==> src/rtl/hsid_pkg.sv <==
// Shared widths and types for the hyperspectral identification datapath.
package hsid_pkg;

  localparam int unsigned HSID_WORD_WIDTH        = 32;
  localparam int unsigned HSID_DATA_WIDTH        = 16;
  localparam int unsigned HSID_HSP_BANDS_WIDTH   = 7;
  localparam int unsigned HSID_HSP_LIBRARY_WIDTH = 6;
  localparam int unsigned HSID_FIFO_ADDR_WIDTH   = 2;
  // Word address into pixel memory is {pixel_idx, band_idx}.
  localparam int unsigned HSID_MEM_ACCESS_WIDTH  = HSID_HSP_BANDS_WIDTH + HSID_HSP_LIBRARY_WIDTH;

  typedef enum logic [2:0] {
    W_IDLE,
    W_CAPTURE,
    W_DRAIN,
    W_DONE,
    W_ERROR
  } hsid_writer_state_t;

endpackage

==> src/rtl/hsid_fifo.sv <==
// Small synchronous FIFO with registered full/empty flags and a synchronous flush.
module hsid_fifo #(
  parameter int unsigned DATA_WIDTH = 45,
  parameter int unsigned ADDR_WIDTH = 2
) (
  input  logic                  clk,
  input  logic                  rst_n,
  input  logic                  clear,
  input  logic                  push,
  input  logic [DATA_WIDTH-1:0] wdata,
  input  logic                  pop,
  output logic [DATA_WIDTH-1:0] rdata,
  output logic                  full,
  output logic                  empty
);

  localparam int unsigned Depth = 2 ** ADDR_WIDTH;

  logic [DATA_WIDTH-1:0] mem_q [Depth];
  logic [ADDR_WIDTH-1:0] wptr_q, rptr_q;
  logic [ADDR_WIDTH:0]   cnt_q;
  logic                  do_push, do_pop;

  assign full    = (cnt_q == (ADDR_WIDTH + 1)'(Depth));
  assign empty   = (cnt_q == '0);
  assign do_push = push && !full;
  assign do_pop  = pop && !empty;
  assign rdata   = mem_q[rptr_q];

  always_ff @(posedge clk or negedge rst_n) begin
    if (!rst_n) begin
      wptr_q <= '0;
      rptr_q <= '0;
      cnt_q  <= '0;
    end else if (clear) begin
      wptr_q <= '0;
      rptr_q <= '0;
      cnt_q  <= '0;
    end else begin
      if (do_push) wptr_q <= wptr_q + 1'b1;
      if (do_pop)  rptr_q <= rptr_q + 1'b1;
      if (do_push && !do_pop)      cnt_q <= cnt_q + 1'b1;
      else if (do_pop && !do_push) cnt_q <= cnt_q - 1'b1;
    end
  end

  // Storage needs no reset: it is only observed through a non-empty head.
  always_ff @(posedge clk) begin
    if (do_push && !clear) mem_q[wptr_q] <= wdata;
  end

endmodule

==> src/rtl/hsid_hsp_writer.sv <==
// Capture-side writer: streams one pixel's bands through a FIFO into pixel memory
// at word address {pixel_idx, band_idx}.
module hsid_hsp_writer
  import hsid_pkg::*;
#(
  parameter int unsigned WORD_WIDTH      = HSID_WORD_WIDTH,
  parameter int unsigned DATA_WIDTH      = HSID_DATA_WIDTH,
  parameter int unsigned BANDS_WIDTH     = HSID_HSP_BANDS_WIDTH,
  parameter int unsigned LIBRARY_WIDTH   = HSID_HSP_LIBRARY_WIDTH,
  parameter int unsigned FIFO_ADDR_WIDTH = HSID_FIFO_ADDR_WIDTH
) (
  input  logic                                 clk,
  input  logic                                 rst_n,
  input  logic                                 clear,
  input  logic                                 start,
  input  logic [BANDS_WIDTH-1:0]               num_bands,
  input  logic [LIBRARY_WIDTH-1:0]             pixel_idx,
  input  logic                                 band_valid,
  output logic                                 band_ready,
  input  logic [DATA_WIDTH-1:0]                band_data,
  input  logic                                 band_last,
  output logic                                 mem_req,
  input  logic                                 mem_gnt,
  output logic                                 mem_we,
  output logic [BANDS_WIDTH+LIBRARY_WIDTH-1:0] mem_addr,
  output logic [WORD_WIDTH-1:0]                mem_wdata,
  output logic                                 busy,
  output logic                                 done,
  output logic                                 error,
  output logic                                 overflow
);

  localparam int unsigned AddrWidth  = BANDS_WIDTH + LIBRARY_WIDTH;
  localparam int unsigned EntryWidth = AddrWidth + WORD_WIDTH;

  hsid_writer_state_t state_q, state_d;

  logic [BANDS_WIDTH-1:0]   num_bands_q, band_cnt_q;
  logic [LIBRARY_WIDTH-1:0] pixel_idx_q;
  logic                     overflow_q;

  logic                  fifo_full, fifo_empty, fifo_push, fifo_pop;
  logic [EntryWidth-1:0] fifo_wdata, fifo_rdata;
  logic                  accept, is_final, cfg_load;

  assign is_final = (band_cnt_q == num_bands_q - BANDS_WIDTH'(1));
  assign cfg_load = (state_q == W_IDLE) && start && (num_bands != '0) && !clear;

  // No pass-through: readiness depends on the registered full flag only.
  assign band_ready = (state_q == W_CAPTURE) && !fifo_full && !clear;
  assign accept     = band_valid && band_ready;
  // A final band missing its last marker is consumed but never written.
  assign fifo_push  = accept && !(is_final && !band_last);
  assign fifo_wdata = {pixel_idx_q, band_cnt_q, WORD_WIDTH'(band_data[13:0])};

  assign mem_req   = !fifo_empty;
  assign mem_we    = mem_req;
  assign fifo_pop  = mem_req && mem_gnt;
  assign mem_addr  = mem_req ? fifo_rdata[EntryWidth-1:WORD_WIDTH] : '0;
  assign mem_wdata = mem_req ? fifo_rdata[WORD_WIDTH-1:0] : '0;

  assign busy     = (state_q != W_IDLE);
  assign done     = (state_q == W_DONE);
  assign error    = (state_q == W_ERROR);
  assign overflow = overflow_q;

  hsid_fifo #(
    .DATA_WIDTH (EntryWidth),
    .ADDR_WIDTH (FIFO_ADDR_WIDTH)
  ) u_fifo (
    .clk   (clk),
    .rst_n (rst_n),
    .clear (clear),
    .push  (fifo_push),
    .wdata (fifo_wdata),
    .pop   (fifo_pop),
    .rdata (fifo_rdata),
    .full  (fifo_full),
    .empty (fifo_empty)
  );

  always_ff @(posedge clk or negedge rst_n) begin
    if (!rst_n) state_q <= W_IDLE;
    else        state_q <= state_d;
  end

  always_comb begin
    state_d = state_q;
    unique case (state_q)
      W_IDLE: begin
        if (start) state_d = (num_bands != '0) ? W_CAPTURE : W_ERROR;
      end
      W_CAPTURE: begin
        if (accept) begin
          if (is_final)       state_d = band_last ? W_DRAIN : W_ERROR;
          else if (band_last) state_d = W_ERROR;
        end
      end
      W_DRAIN:  if (fifo_empty) state_d = W_DONE;
      W_DONE:   state_d = W_IDLE;
      W_ERROR:  state_d = W_ERROR;
      default:  state_d = W_IDLE;
    endcase
    if (clear) state_d = W_IDLE;
  end

  always_ff @(posedge clk or negedge rst_n) begin
    if (!rst_n) begin
      num_bands_q <= '0;
      pixel_idx_q <= '0;
      band_cnt_q  <= '0;
      overflow_q  <= 1'b0;
    end else if (clear) begin
      band_cnt_q <= '0;
      overflow_q <= 1'b0;
    end else begin
      if (cfg_load) begin
        num_bands_q <= num_bands;
        pixel_idx_q <= pixel_idx;
        band_cnt_q  <= '0;
      end
      if (accept) begin
        band_cnt_q <= band_cnt_q + BANDS_WIDTH'(1);
        if (|band_data[DATA_WIDTH-1:14]) overflow_q <= 1'b1;
      end
    end
  end

endmodule

==> config.mk <==
export PLATFORM = sky130hd
export DESIGN_NAME = hsid_hsp_writer
export DESIGN_NICKNAME = d
export VERILOG_FILES = /design/src/rtl/hsid_pkg.sv /design/src/rtl/hsid_fifo.sv /design/src/rtl/hsid_hsp_writer.sv
export SDC_FILE = /design/constraint.sdc
export NUM_CORES = 1
export LEC_CHECK = 0
export ABC_AREA = 1
export CAP_MARGIN = 20
export CORE_MARGIN = 4
export CORE_UTILIZATION = 54
export DETAILED_ROUTE_END_ITERATION = 8
export PLACE_DENSITY_LB_ADDON = 0.2
export SLEW_MARGIN = 40
export SYNTH_ARGS = -nofsm -noshare
export SYNTH_HDL_FRONTEND = slang
export SYNTH_SLANG_ARGS = --single-unit
==> constraint.sdc <==
create_clock -name clk -period 3.4 [get_ports clk]
set_input_delay 0.68 -clock clk [delete_from_list [all_inputs] [get_ports clk]]
set_output_delay 0.68 -clock clk [all_outputs]
set_load 0.05 [all_outputs]
==> summary.md <==
| Metric | Value |
|---|---|
| Status | finished clean |
| Max-cap violation count | 0 |
| Cell at the slowest stage of the critical path | a21oi_1 |
| Routed wl met2 | about 7 mm |
| Worst-Margin Slew | ~0.65 ns |
| Die area | 13210 µm² |
| Synth Cell Area | a little over 6000 µm² |
| Vias in the first global route | about 4400 |
| FF-to-FF path depth | 18 |
| Leak pwr | 3.100 nW |
| Min-Delay Path Depth | 2 |
| Total GRT Usage | between 20% and 30% |
| CTS tree | yes |
| Total clock buffers created by CTS | 17 |
| Synth Register Bits | between 100 and 150 |
| P per Cell Area | slightly above 900 nW/µm² |
| Placed Area | 7227 µm² |
| Crit share post-route | just under 90% |
| Std-Cell Rows | 38 |
| Worst IR drop on VDD | ~0.74 mV |
| Root buf cell | clkbuf_16 |
| Final HPWL DP | about 8.1 mm |
| CTS max path bufs | 2 |
| Initial antenna violation count | 0 |
| Worst path cell trace | clkinv_1 > buf_4 > nor2_1 > o21ai_0 > a21oi_1 > buf_12 |
| Area leader, netlist | edfxtp_1 |
| Yosys Warn Count | 0 |
| Clock transition at path regs | roughly 0.06 ns |
| Crit-path max FO | 14 |
| Die width | 114.9 µm |
| Starting Density | between 50% and 60% |
| Seq/Total Area, Yosys | approximately two thirds |
| Total setup buffers inserted after CTS | 0 |
| Post-Syn Instances | between 500 and 600 |
| Routed Antenna Nets | 0 |
| Skew-Pair Late Insertion Delay | slightly above 0.4 ns |
| RR Startpoint | num_bands_q[0] |
| Vias post-DR | about 4400 |
| DR WL met3 | roughly 840 µm |
| HP Class | flop to flop |
| Via density | around 5.4 |
| Final design utilization | between 70 and 80% |
| Tot Pwr | 7.171 mW |
| Final setup margin | between 0.3 and 0.4 ns |
| Overflow after GRT | 0 |
| Post-route cell area | about 7900 µm² |
| DR DRC count | 0 |
| Finish-stage setup viols | 0 |
| Avg Cell Area, Syn | 10.45 µm² |
| DRC violation total after the first TritonRoute iteration | roughly 370 |
| Clock Skew | 0.007923 ns |
| Layout Nets | 707 |
| WHS Endpoint | num_bands_q[6] |
| Crit path kind | flop to primary output |
| Tmin final | 3.018 ns |
| Area share of the largest cell type after synthesis | 52.51% |
| Core Region | about 11000 µm² |
| Worst setup SP type | flop |
| Largest net degree at the start of global routing | between 50 and 60 |
| H-tree depth | 4 |
| Synth top area cells | edfxtp_1, dfrtp_1, nor2_1, o21ai_0, nand2_1 |
| Synth unique cells | 37 |
| Layout Area Growth over Synthesis | 28.04% |
| Max transition margin | a little under three fifths |
| Fmax | 0.3314 GHz |
| Critical Path RT | 2.72 ns |
| R2R setup slack | between 0.7 and 0.8 ns |
| Max Transition Viols Final | 0 |
| Critical path's largest stage delay | between 0.4 and 0.5 ns |
| Routed length per instance | roughly 17 µm |
| # IOs | 88 |
| Routability cong. | slightly above 0.8 |
| Met1 wire length | 5.535 mm |
| # hold bufs at CTS | 0 |
| Overall routed net length | about 14 mm |
| HP Start | num_bands_q[6] |
| Final hold viol count | 0 |
| CP endpoint kind | primary output |
| R2R Path End | u_fifo.cnt_q[2] |
| WP data arrival | 2.34 ns |
| Clock sink count | 139 |
| Top Layer Used | met4 |
| Die Span Y | between 100 and 150 µm |
| # diodes | 0 |
| Place WS | ~0.56 ns |
| Port Buffers | 69 |
| First-pass GRT wire length | 21.56 mm |
| RSZ-0062 raised after global routing | no |
| Post_cts resized | 0 |
| Initial DRT Pass Iterations | 5 |
| Share of cells above drive strength 1 | between 10% and 20% |
worst max-delay path: cells and delay by family (launching register included):
kind	cells	cell delay, ns
flops	1	0.35
buf+inv	3	0.95
compound gates	2	0.52
simple gates	1	0.12
flip-flops by register name, indices dropped and copies added, names as in the netlist:
signal	count
band_cnt_q	7
num_bands_q	7
overflow	1
pixel_idx_q	6
state_q	3
u_fifo.cnt_q	3
u_fifo.mem_q	108
u_fifo.rptr_q	2
u_fifo.wptr_q	2
synthesized netlist by cell type:
| library cell | number |
|---|---|
| a22o_1 | 1 |
| o21bai_2 | 1 |
| dfrtp_1 | 31 |
| nor4_1 | 1 |
| nor2_1 | 137 |
| a21oi_2 | 1 |
| nand4_1 | 3 |
| ha_1 | 6 |
| conb_1 | 1 |
| clkinv_1 | 1 |
| clkbuf_1 | 18 |
| nor3_2 | 1 |
| o32ai_1 | 1 |
| xnor2_1 | 2 |
| fa_1 | 1 |
| inv_2 | 7 |
| xor2_1 | 4 |
| edfxtp_1 | 108 |
| buf_1 | 2 |
| nor3_1 | 3 |
| nand3_4 | 1 |
| nand3_2 | 4 |
| nor3b_1 | 1 |
| nor2_4 | 1 |
| inv_1 | 33 |
| o21ai_0 | 70 |
| nand2_4 | 3 |
| buf_4 | 20 |
| o21ai_1 | 4 |
| nor2_2 | 2 |
| clkinv_4 | 1 |
| o22ai_1 | 2 |
| nand2_1 | 70 |
| a21oi_1 | 31 |
| nand2_2 | 2 |
| buf_2 | 1 |
| nand3_1 | 15 |
final cells by class:
| class | count | area (µm²) |
|---|---|---|
| sequential | 139 | 4020 |
| fill | 740 | 3123 |
| multi-input combinational | 386 | 1843 |
| timing repair buffer | 78 | 1026 |
| clock buffer | 19 | 432.9 |
| clock inverter | 13 | 246.5 |
| tap | 140 | 175.2 |
| inverter | 42 | 163.9 |
through the flow:
stage | TNS, ns | hold slack, ns | std cells
floorplan | -1.268 | 0.3844 | 608
global placement | 0 | 0.4848 | 785
detailed placement | 0 | 0.4885 | 785
CTS | 0 | 0.5042 | 817
global route | 0 | 0.5214 | 817
finish | 0 | 0.5010 | 817
worst max-delay path by stage:
stage,to,slack (ns),from
after CTS,mem_addr[6],0.33,u_fifo.rptr_q[1]
after global routing,mem_addr[6],0.16,u_fifo.rptr_q[1]
after floorplan,u_fifo.mem_q[1][0],-0.01,clear
after global placement,u_fifo.cnt_q[2],0.64,clear
final,mem_addr[6],0.38,u_fifo.rptr_q[1]
after detailed placement,u_fifo.cnt_q[2],0.56,clear
power by group:
| group | switching, mW | internal, mW |
|---|---|---|
| combinational | 1.79 | 1.10 |
| sequential | 0.143 | 2.03 |
| clock | 0.664 | 1.44 |
cells in the final DEF, fill, tap and decap left out, types with 7 or more instances in the layout:
cell type          n
a21oi_1           31
buf_12            27
buf_4             10
bufinv_16          7
clkbuf_16         17
clkdlybuf4s50_1   41
conb_1            18
dfrtp_1           30
edfxtp_1         108
inv_1             33
nand2_1           70
nand3_1           15
nor2_1           133
o21ai_0           70
per-layer routing:
layer | vias to the layer above | track usage [%]
li1 | 2104 | -
met1 | 2127 | 25.75
met2 | 178 | 37.69
met3 | 20 | 4.158
met4 | 0 | 8.216
met5 | - | 0
kinds of logic (layout without fill, tap and decap cells):
kind of cell	after synthesis	count (layout)	share of synthesized area, %
xor+xnor	6	6	0.8509
compound gates	111	111	9.319
simple gates	244	244	16.79
other cells	1	18	0.06072
flops	139	139	65.07
buf+inv	83	152	6.361
fa+ha+maj	7	7	1.540
Power figures use the tool's default switching activity.
==> variant 1 (same flow settings) <==
Set the package constant `HSID_FIFO_ADDR_WIDTH` to 1 (it was 2).
--- a/src/rtl/hsid_pkg.sv
+++ b/src/rtl/hsid_pkg.sv
@@ -6,5 +6,5 @@
   localparam int unsigned HSID_HSP_BANDS_WIDTH   = 7;
   localparam int unsigned HSID_HSP_LIBRARY_WIDTH = 6;
-  localparam int unsigned HSID_FIFO_ADDR_WIDTH   = 2;
+  localparam int unsigned HSID_FIFO_ADDR_WIDTH   = 1;
   // Word address into pixel memory is {pixel_idx, band_idx}.
   localparam int unsigned HSID_MEM_ACCESS_WIDTH  = HSID_HSP_BANDS_WIDTH + HSID_HSP_LIBRARY_WIDTH;
Behaviour: not the same (a bounded check fails within 4 cycles, from zero or initial values and one cycle with rst_n low).
==> variant 1 against the unedited design <==
Final area shrank 39%; synthesized cell count shrank 33%; largest cell class unchanged; clock power shrank 69%; total power shrank 42%; sequential share of layout area shrank 2.7 points; maximum frequency grew 17%; count of clock-buffer cells in the layout shrank 9; sequential cell count shrank 57; worst setup slack gained 440 ps; area after synthesis shrank 38%; routed wire length shrank 42%; combinational power shrank 27%; highest routed layer unchanged.
==> variant 1: results (changes against the unedited design) <==
p_leak_nw: 2.02  # -35%
ys_seq_area_frac: 0.611  # -0.0396
crit_slowest_cell: "clkdlybuf4s50_1"
root_buffer: "clkbuf_8"
startpoint: "state_q[1]"
wirelength_mm: 7.90  # -42%
ff2ff_path_depth: 11  # -7
cts-buffers-inserted: 9  # -8
status: "finished, final reports clean"
drt-pass1-iter-count: 6  # +1
via_count: 2852  # -36%
async_flop_share: 0.341  # +0.118
drt_iter0_markers: 175  # -53%
top_regs: "u_fifo.mem_q x54, band_cnt_q x7, num_bands_q x7"
hp-start: "pixel_idx_q[2]"
grt_pass1_vias: 2865  # -35%
hold_depth: 0  # -2
synthTopCellsByCount: "nand2_1 (133), edfxtp_1 (54), a21oi_1 (31)"
fin_nets: 504  # -29%
whs_ps: 483  # -18.1 ps
clkLatencyLatePin_ps: 360  # -50 ps
hold_end: "u_fifo.mem_q[0][23]"
cp-endpoint: "error"
crit_arrival_ps: 1900  # -440 ps
layout_min_cycle_time_ps: 2580  # -436 ps
crit_fanout: 6  # -8
fin_skew_ps: 13.0  # +5.05 ps
synth.avg_cell_area_um2: 9.64  # -7.7%
## variant 1: cell types whose count changed after synthesis, sizes merged, moves of 3 or more
cell	unedited run	this run
nand2	75	140
edfxtp	108	54
inv	40	32
clkbuf	18	8
dfrtp	31	28
nor3	4	0
nor2	140	28
nand3	20	16
ha	6	2
o21ai	74	19
## variant 1: final cells by class
cell class	count	area [µm²]
Tap cell	96	120
Fill cell	507	2010
Inverter	32	123
Multi-Input combinational cell	267	1230
Clock inverter	6	50.0
Clock buffer	10	138
Timing Repair Buffer	74	833
Sequential cell	82	2320
## variant 1: per-layer routing
metal / routed length (µm) / vias to the layer above / GRT usage
met5: 0 / - / 0
met4: 95 / 0 / 0.0854
met3: 412 / 9 / 0.0361
met2: 4090 / 95 / 0.343
met1: 3300 / 1341 / 0.236
li1: - / 1407 / -
## variant 1: power breakdown
part | internal [mW] | switching (mW)
Clock | 0.292 | 0.364
Combinational | 0.713 | 1.41
Sequential | 1.25 | 0.117
Total | 2.26 | 1.89
==> variant 2 (same flow settings) <==
Without the edit above. Encoding of `hsid_writer_state_t`: now one-hot (5 bits for 5 states).
--- a/src/rtl/hsid_pkg.sv
+++ b/src/rtl/hsid_pkg.sv
@@ -10,10 +10,10 @@
   localparam int unsigned HSID_MEM_ACCESS_WIDTH  = HSID_HSP_BANDS_WIDTH + HSID_HSP_LIBRARY_WIDTH;
 
-  typedef enum logic [2:0] {
-    W_IDLE,
-    W_CAPTURE,
-    W_DRAIN,
-    W_DONE,
-    W_ERROR
+  typedef enum logic [4:0] {
+    W_IDLE    = 5'b00001,
+    W_CAPTURE = 5'b00010,
+    W_DRAIN   = 5'b00100,
+    W_DONE    = 5'b01000,
+    W_ERROR   = 5'b10000
   } hsid_writer_state_t;
 
Behaviour: same outputs for any inputs over 4 cycles, from zero or initial values and one cycle with rst_n low; so few cycles prove little.
==> variant 2 against the unedited design <==
Sequential cell count rose by 2; highest routed layer unchanged; die area rose by 2.0%; register-to-register slack improved by 90 ps; area after synthesis rose by 2.1%; non-clock buffer count rose by 4; first-iteration DRC count fell by 25%; clock skew fell by 1.4 ps; total power fell by 12%; largest power group unchanged; worst setup slack got worse by 54 ps; routed wire length fell by 3.9%; largest cell class unchanged; final cell count rose by 2.9%; maximum frequency fell by 1.8%; final area rose by 0.70%.
==> variant 2: results (changes against the unedited design) <==
wirelength_mm: 13.1  # -3.9%
crit_fanout: 27  # +13
post-place-cells: 809  # +3.1%
synth_xor_area_frac: 0.0111  # +0.00260
place_hpwl_mm: 8.03  # -0.36%
antenna_found_initial: 0  # unchanged
power.density_mw_per_mm2: 793  # -13%
reg2reg_slack_ps: 830  # +90 ps
place_congestion: 0.878  # +5.7%
synth_fa_ha_area_frac: 0.0151  # -0.000318
instances_no_fill: 841  # +2.9%
synth_area_leaders: "edfxtp_1 (51%), dfrtp_1 (13%), nor2_1 (8.6%)"
ff2ff_path_depth: 16  # -2
clk_pin_slew_ps: 60  # about the same
synthTopCellsByCount: "nor2_1 (144), edfxtp_1 (108), nand2_1 (77)"
ir_drop_mv: 0.459  # -38%
htreeDepth: 4  # unchanged
async_flop_share: 0.234  # +0.0110
num_antenna_cells: 0  # unchanged
fillers: 797  # +7.7%
post_cts_resized: 0  # unchanged
relSlewSlack: 0.593  # +0.0276
cp_slowest_stage_delay_ps: 720  # +310 ps
min_path_type: "register to register"
p_leak_nw: 3.16  # +1.8%
ys_seq_area_frac: 0.645  # -0.00529
cell_internal_pwr_mw: 4.13  # -9.6%
avgViaCountPerCell: 5.27  # -2.9%
clkLatencyLatePin_ps: 400
top_regs: "u_fifo.mem_q x108, band_cnt_q x7, num_bands_q x7"
yosys.cell_types.count: 38  # +2.7%
clk_path_buf_depth: 2  # unchanged
grt_pass1_wl_mm: 21.3  # -0.99%
synth.avg_cell_area_um2: 10.4  # -0.91%
status: "finished, final reports clean"
crit_slowest_cell: "dfrtp_1"
io_buffers: 69  # unchanged
hold_end: "num_bands_q[6]"
grt_pass1_vias: 4379  # -0.59%
drt_iter0_markers: 280  # -25%
drt-pass1-iter-count: 5  # unchanged
ys_warn_count: 0  # unchanged
crit_arrival_ps: 2390  # +50 ps
synth-compound-area-share: 0.0837  # -0.00946
layout-drive-gt1-share: 0.132  # -0.00852
pre_cts_slack_ps: 651  # +87.0 ps
track_usage: 0.207  # -0.00643
cts-buffers-inserted: 17  # unchanged
fin_skew_ps: 6.50  # -1.42 ps
fin_nets: 728  # +3.0%
cts_setup_buffers: 0  # unchanged
grt_max_degree: 55  # -3.5%
synth_mux_area_frac: 0  # unchanged
placed_cell_area_mm2: 0.00731  # +1.2%
==> variant 2: kinds of logic after synthesis <==
logic type      after synthesis
fa+ha+maj                     7
other cells                   1
simple gates                264
flops                       141
buf+inv                      85
xor+xnor                      8
compound gates              103
==> variant 2: worst max-delay path by stage <==
| stage | slack, ps | to | cells past startpoint | start |
|---|---|---|---|---|
| CTS | 300 | mem_addr[4] | 6 | u_fifo.rptr_q[1] |
| floorplan | 430 | u_fifo.mem_q[0][0] | 5 | clear |
| global placement | 730 | u_fifo.cnt_q[1] | 10 | clear |
| global route | 150 | mem_addr[4] | 6 | u_fifo.rptr_q[1] |
| detailed placement | 650 | u_fifo.cnt_q[2] | 11 | clear |
| finish | 330 | mem_addr[4] | 6 | u_fifo.rptr_q[1] |
==> variant 2: worst max-delay path, delay by kind of cell, from the launching register on <==
kind,cells,cell delay (ps)
compound gates,2,480
simple gates,1,140
buf+inv,3,630
flops,1,720
==> variant 2: stage by stage <==
| stage | total power, mW | hold slack (ps) |
|---|---|---|
| 3_5_place_dp | 4.33 | 492 |
| 3_3_place_gp | 4.29 | 484 |
| 5_1_grt | 6.60 | 533 |
| 2_1_floorplan | 3.44 | 384 |
| 6_report | 6.32 | 501 |
| 4_1_cts | 6.36 | 507 |
==> variant 2: power groups by stage <==
| stage | clock (mW) | sequential, mW | combinational, mW |
|---|---|---|---|
| after floorplan | 0 | 2.05 | 1.40 |
| after global placement | 0 | 2.07 | 2.22 |
| after detailed placement | 0 | 2.08 | 2.25 |
| after CTS | 2.05 | 2.05 | 2.26 |
| after global routing | 2.14 | 2.06 | 2.40 |
| final | 2.02 | 2.05 | 2.24 |
==> variant 2: layout make-up <==
class	count	area share
inverters	43	0.0204
multi-input cells	400	0.239
repair buffers	82	0.125
well taps	143	0.0225
flip-flops and latches	141	0.511
clock buffers	19	0.0544
clock inverters	13	0.0275
==> variant 2: routing by layer <==
metal / wire [µm] / GRT usage / part of all wire
met5: 0 / 0 / 0
met4: 147 / 0.0650 / 0.011
met3: 708 / 0.0465 / 0.054
met2: 6910 / 0.363 / 0.53
met1: 5280 / 0.255 / 0.40
